<file path="config.mk">
export PLATFORM = sky130hd
export DESIGN_NAME = slow_access_timer
export DESIGN_NICKNAME = d
export VERILOG_FILES = /design/src/rtl/slow_access_timer.sv
export SDC_FILE = /design/constraint.sdc
export NUM_CORES = 1
export LEC_CHECK = 0
export BUFFER_PORTS_ARGS = -buffer_cell sky130_fd_sc_hd__buf_2
export CAP_MARGIN = 20
export CORE_UTILIZATION = 52
export CTS_CLUSTER_SIZE = 14
export DETAILED_ROUTE_END_ITERATION = 6
export PLACE_DENSITY = 0.81
export REMOVE_ABC_BUFFERS = 1
export SYNTH_ARGS = -nofsm -noshare
export SYNTH_HDL_FRONTEND = slang
export SYNTH_SLANG_ARGS = --single-unit
</file>
<file path="constraint.sdc">
create_clock -name CLK -period 2 [get_ports CLK]
set_input_delay 0.3 -clock CLK [delete_from_list [all_inputs] [get_ports CLK]]
set_output_delay 0.3 -clock CLK [all_outputs]
set_load 0.02 [all_outputs]
</file>
<file path="src/rtl/slow_access_timer.sv">
// Slow-access timer: holds the accelerator at stock speed for slow I/O accesses plus a tail.
// Optional feature macro: SLOW_FORCE_EN adds a ForceSlow input that forces slow mode.
module slow_access_timer #(
  parameter int TSHIFT = 4
) (
  input  logic       CLK,
  input  logic       POR,
  input  logic       BACT,
  input  logic       IACKCS,
  input  logic       VIACS,
  input  logic       IWMCS,
  input  logic       SCCCS,
  input  logic       SCSICS,
  input  logic       SndCS,
  input  logic       SlowIACK,
  input  logic       SlowVIA,
  input  logic       SlowIWM,
  input  logic       SlowSCC,
  input  logic       SlowSCSI,
  input  logic       SlowSnd,
  input  logic       SlowClockGate,
  input  logic [3:0] SlowTimeout,
  input  logic       Tick,
`ifdef SLOW_FORCE_EN
  input  logic       ForceSlow,
`endif
  output logic       Slow,
  output logic       ClockGate,
  output logic       Busy
);

  localparam int CW = 4 + TSHIFT;

  typedef enum logic [1:0] {
    IDLE = 2'd0,
    HOLD = 2'd1,
    TAIL = 2'd2
  } state_t;

  state_t          state;
  state_t          state_n;
  logic [CW-1:0]   cnt;
  logic [CW-1:0]   cnt_n;
  logic            bactr;
  logic [5:0]      cs;
  logic [5:0]      en;
  logic            hit;
  logic            frz;
  logic            tick;
  logic            slow_n;

  assign cs = {SndCS, SCSICS, SCCCS, IWMCS, VIACS, IACKCS};
  assign en = {SlowSnd, SlowSCSI, SlowSCC, SlowIWM, SlowVIA, SlowIACK};

  // only the first cycle of an access to an enabled region counts
  assign hit = BACT && !bactr && (|(cs & en));

`ifdef SLOW_FORCE_EN
  assign frz = ForceSlow;
`else
  assign frz = 1'b0;
`endif

  // a forced-slow period freezes the tail count
  assign tick = Tick && !frz;

  // next-state and tail counter
  always_comb begin
    state_n = state;
    cnt_n   = cnt;
    unique case (state)
      IDLE: begin
        if (hit) state_n = HOLD;
      end
      HOLD: begin
        if (!BACT) begin
          if (SlowTimeout == 4'd0) begin
            state_n = IDLE;
          end else begin
            cnt_n   = CW'(SlowTimeout) << TSHIFT;
            state_n = TAIL;
          end
        end
      end
      TAIL: begin
        if (hit) begin
          state_n = HOLD;
        end else if (tick) begin
          if (cnt <= CW'(1)) begin
            cnt_n   = '0;
            state_n = IDLE;
          end else begin
            cnt_n = cnt - CW'(1);
          end
        end
      end
      default: begin
        state_n = IDLE;
        cnt_n   = '0;
      end
    endcase
  end

  assign slow_n = (state_n != IDLE) || frz;

  // state, counter and registered outputs
  always_ff @(posedge CLK) begin
    if (POR) begin
      state     <= IDLE;
      cnt       <= '0;
      bactr     <= 1'b0;
      Slow      <= 1'b0;
      ClockGate <= 1'b0;
      Busy      <= 1'b0;
    end else begin
      state     <= state_n;
      cnt       <= cnt_n;
      bactr     <= BACT;
      Slow      <= slow_n;
      ClockGate <= slow_n && SlowClockGate;
      Busy      <= (state_n != IDLE);
    end
  end

endmodule

</file>
Yosys cells after proc, flatten, opt, wreduce, memory -nomap -nowiden. Index checks and enable logic that the tools add are counted. W data, S select, Z words.

Register bits: 13. Word-level logic and storage cells: 37.

Add/sub/neg operators: 1. Reductions and logical operators: 9. Equal/unequal tests: 6. Bitwise gates (word level): 2. Order comparisons: 1. Multiplexer cells: 13.

Operators by type and width (count): $mux W8 (5); $pmux W8 S3 (1); $mux W2 (6); $le A8 B1 Y1 const B (1); $ne A2 B2 Y1 const B (4); $sub A8 B1 Y8 const B (1); $and A6 B6 Y6 (1); $pmux W2 S3 (1); $reduce_or A6 Y1 (1); $reduce_and A5 Y1 (1); $logic_not A4 Y1 (1); $logic_and A1 B1 Y1 (3); $eq A2 B1 Y1 const B (1); $eq A2 B2 Y1 const B (1); $logic_not A2 Y1 (1); $reduce_bool A2 Y1 (1); $logic_not A1 Y1 (1); $not A1 Y1 (1).

Depth between registers and ports, before layout.
Word-level depth: 7. Gate-level depth with buffers: 7. Gate-level depth less buffers: 6.

Worst setup path before layout. No wires, ideal clock.

Path kind: register to register. Start point: register state[1]. End point: register cnt[5]. Setup time: 0.117 ns. Stages on the path, launching flop included: 8. Required time: 1.883 ns. Arrival: 1.713 ns. Buffers on the path: 1. Period minus slack after synthesis: 1.830 ns. Path slack: 0.170 ns. Cell sequence: dfxtp_1 > inv_1 > ha_1 > buf_6 > and2_4 > a2111oi_2 > a21oi_1 > a22o_1.

Cells in the longest elaborated chain, start to end: 3. Elaborated cells on any way between the ends: 10. Those cells by class: eq/ne (6); mux (1); bitwise (1); reduce/logical (2).

RTL lines: from (decl) (RTL line 40) `state_t state;`; from (signal assigned) (RTL line 116) `state <= state_n;`; $eq A2 B1 Y1, or another cell as far along (RTL line 71) `unique case (state)`; $ne A2 B2 Y1 (no line) or $not A1 Y1 (tied branches); $reduce_and A5 Y1 (no line); to (signal assigned) (RTL line 117) `cnt <= cnt_n;`; to (decl) (RTL line 42) `logic [CW-1:0] cnt;`.

Parallel ways exist; a longest one is shown, timed or not. A chain may end at the register's enable or synchronous reset.

Worst setup path after layout.
Start point: register cnt[1]. End point: register cnt[4].

Cells in the longest elaborated chain, start to end: 5. Elaborated cells on any way between the ends: 6. Those cells by class: add/sub (1); order compare (1); mux (4).

RTL lines: $sub A8 B1 Y8 or $le A8 B1 Y1 (tied branches) (RTL line 93, 89); $mux W8 * (RTL line 89) `if (cnt <= CW'(1)) begin`; $mux W8 * (RTL line 88) `end else if (tick) begin`; $mux W8 * (RTL line 86) `if (hit) begin`; $pmux W8 S3 * (RTL line 71).

Mark *: on every way between the ends. The rest lies on a longest branch, timed or not. The select of a mux whose other input is x is not followed.

==> results.txt <==
- For the final routed database, the setup TNS stands at 0 ns.
- Critical path type: reg2reg
* Static leakage: 0.000497 uW
- Data on the critical path arrives at its endpoint at 2.08 ns.
* Via count of the routed design: approximately 990
- Hold Path Cell Cnt: 3
- Die extent in y: 45.2 um
* Global-route usage over all layers: roughly a quarter
- Setup repair after global routing left no endpoint under its margin.
- The floorplan step set the die width to 45.2 um.
- Most used flip-flop cell after synthesis: dfxtp_1
- Walking the worst path, the cells encountered are inv_1, ha_1, or2_1, a31o_1, buf_4, o31ai_1, o2bb2ai_1.
- Counting distinct cell types in the post-synthesis netlist gives 49.
- Top cell types by occurrence after synthesis: dfxtp_1, inv_1, nand2_1
- Reg2Reg Capture Point: cnt[4]
* Slew of the pin with the lowest slew margin: 0.629 ns
* Number of clock buffers inserted by TritonCTS: 3
- The number of antenna violations at the first check in global routing was 0.
* Worst vdd rail ir drop: roughly 0.38 mV
- Counting the fill cells in the layout gives 141.
- Area taken by flip-flops and latches: 262 um2
* Via density: 6.21
- The design draws 620 uW.
* Required time at the worst-slack endpoint: 2.22 ns
- Count of input and output buffers: 23
- Mapped Cells: 106
- Result of the run: complete, no violations
- The first global-routing pass estimated 3750 um of wire.
- The share of total power dissipated in combinational logic is 28.8%.
* Final routed wire length divided by cell count: about 15 um
- The tree built by TritonCTS fans out to 13 sinks.
- Max cap viols: 0
* Number of DRC markers after the initial detailed-route iteration: 23
* Synthesis-stage register bit count: 13
- Minimum clock period after layout: between 1.5 and 2 ns
- Of the post-synthesis cell area, the dominant cell type holds a little over a quarter.
- Worst Setup SP: cnt[1]
- Per report_power, the clock group accounts for a little over a quarter of the total.
* Worst hold path endpoint: ClockGate
- Ports: 24
* Standard-cell row count: 15
- Number of detailed-routing iterations run before antenna repair: 4
- Counting along the longest clock path gives a buffer depth of 2.
- The later pin in the worst-skew pair is clocked with a latency of approximately 0.28 ns.
- Post-placement worst setup slack: 0.0474 ns
* Final Worst Setup Slack: between 0.1 and 0.15 ns
- Origin of the worst min-delay path: SlowClockGate
- The repair_antennas step left the layout with diodes totalling 0.
- Worst setup EP type: flop
- In this run the power spent charging and discharging nets is 196 uW.
- Of the total power, the share spent switching nets is 31.6%.
- After global routing the overflow that remains totals 0.
- Biggest area consumer among synthesized cells: dfxtp_1
* Buffer type at the clock tree root: clkbuf_4
- TritonCTS built the clock tree.
* Final Setup Violations: 0
- Of all flip-flops after synthesis, the portion carrying an async set or reset was 0%.
- Count of final max-slew check failures: 0
- After clock tree synthesis, the flow added hold-fix buffers numbering 0.
- Pin count of the biggest net entering global routing: 12
- Synth area leaders: dfxtp_1, ha_1, a22o_1
- Synth warn: 0
* DIE AREA: 2050 um2
- Relative slew margins: 57.8%
- In this run the critical register-to-register path is launched from cnt[1].
- DRT antenna net count: 0
- Layout Skew: 0.00163 ns
- Signed area change from the synthesized netlist to the final layout: 24.3%
- DRC: 0
* Final Net Count: between 150 and 200
- Path category of the worst min-delay check: in2reg
- Routability cong.: 0.834
* Count leader, synth: dfxtp_1
- On the worst path, the slowest cell contributes a delay of about 0.38 ns.
* Proportion of layout cells with a drive suffix above 1: 34.1%
* Kind of start point of the critical path: flop
* Number of enable flip-flop cells after synthesis: 0
* Highest Clock Rate: 0.535 GHz
* Initial core utilization: 55.7%
- The worst register-to-register path has a setup slack of approximately 0.13 ns.
- The cell area that synthesis handed to floorplanning was 972 um2.
- Slowest library cell on the worst path: dfxtp_1
- In the final layout, the multi-input gates occupy 707 um2.
* Area inside the core boundary: 1750 um2
- Areal power density over the cells: 513 nW/um2
- The wire-length estimate of the detail-placed layout is 1910 um.
* CTS H-tree lvls: 1
- Part of the power in registers: 44.4%
* Mapped Avg Cell Area: 9.17 um2
- Final period utilization: 93.4%
- Sequential share of the synthesized area: 26.8%
- The number of global-route vias before repair was 877.
- Int Pwr: 424 uW
* Critical Path Fanout Max: 4
- Total count of hold-check failures in the final report: 0
- Summed over all layers, the routed wires come to 2480 um.
- Counting cells, the worst reg-to-reg path comes to 7.
* Clock transition at the registers of the reported paths: 0.08 ns
-- timing repair --
action / CTS / global route
setup buffers: 0 / 0
endpoints found under the setup margin: 0 / 10
hold endpoints to repair: 0 / 0
gates resized for setup: 0 / 7
-- placed cells by master, fill, tap and decap left out, types with 2 or more instances in the layout --
cell type   n
a21oi_1     3
dfxtp_1    12
ha_1        6
buf_2      23
clkbuf_4    3
nor4_2      2
a22o_1      6
nor2_1      2
or4_1       2
inv_1       8
nor3_1      3
nand2_1     7
o21ai_0     3
buf_4       5
o31ai_1     4
a22oi_1     5
o31a_1      2
a311oi_1    2
nand3_1     2
-- sequential cells by signal, indices dropped and copies added, names as in the netlist --
| register | count |
|---|---|
| cnt | 8 |
| state | 2 |
| Busy | 1 |
| ClockGate | 1 |
| bactr | 1 |
-- through the flow --
stage	cell area (um2)	hold slack [ns]	util, %	instances
after detailed placement	1130	0.511	64.9	156
after global placement	1130	0.485	64.9	156
final	1210	0.237	69.2	160
after floorplan	950	0.369	-	103
after CTS	1160	0.237	66.5	160
after global routing	1210	0.231	69.2	160
-- area by class of cell --
cell class	instances	share of cell area [%]
inverters	8	2.48
clock buffers	4	2.17
flip-flops and latches	13	21.6
well taps	25	2.59
multi-input cells	82	58.5
repair buffers	28	12.6
-- layer usage --
metal  global-route usage [%]  wire (um)  up-vias
met1                     31.0       1050      469
li1                         -          -      490
met5                        0          0        -
met2                     44.6       1290       32
met4                     9.70         12        0
met3                     6.00        124        2
-- worst max-delay path, delay by kind of cell, from the launching register on --
family          cells  cell delay [ns]
compound gates      3             0.65
simple gates        1             0.30
fa+ha+maj           1             0.23
flops               1             0.38
buf+inv             2             0.24
-- power by group through the flow --
stage | Combinational, uW | Clock [uW] | Sequential (uW)
floorplan | 91.8 | 0 | 289
global placement | 157 | 0 | 280
detailed placement | 162 | 0 | 280
CTS | 163 | 171 | 274
global route | 196 | 184 | 276
finish | 179 | 166 | 275
-- worst max-delay path by stage --
stage,to,slack (ns),cells after the start
CTS,cnt[3],0.03,7
finish,cnt[4],0.13,7
floorplan,cnt[5],0.17,6
global route,cnt[4],0.04,7
detailed placement,cnt[3],0.05,7
global placement,cnt[5],0.12,6
-- cells by family (layout without fill, tap and decap cells) --
kind of cell	Yosys count	after routing	synth area share, %
buf+inv	11	40	5.41
fa+ha+maj	6	6	7.72
simple gates	31	31	21.8
compound gates	45	45	38.4
flops	13	13	26.8
No activity file was read; power rests on OpenSTA's default activity.
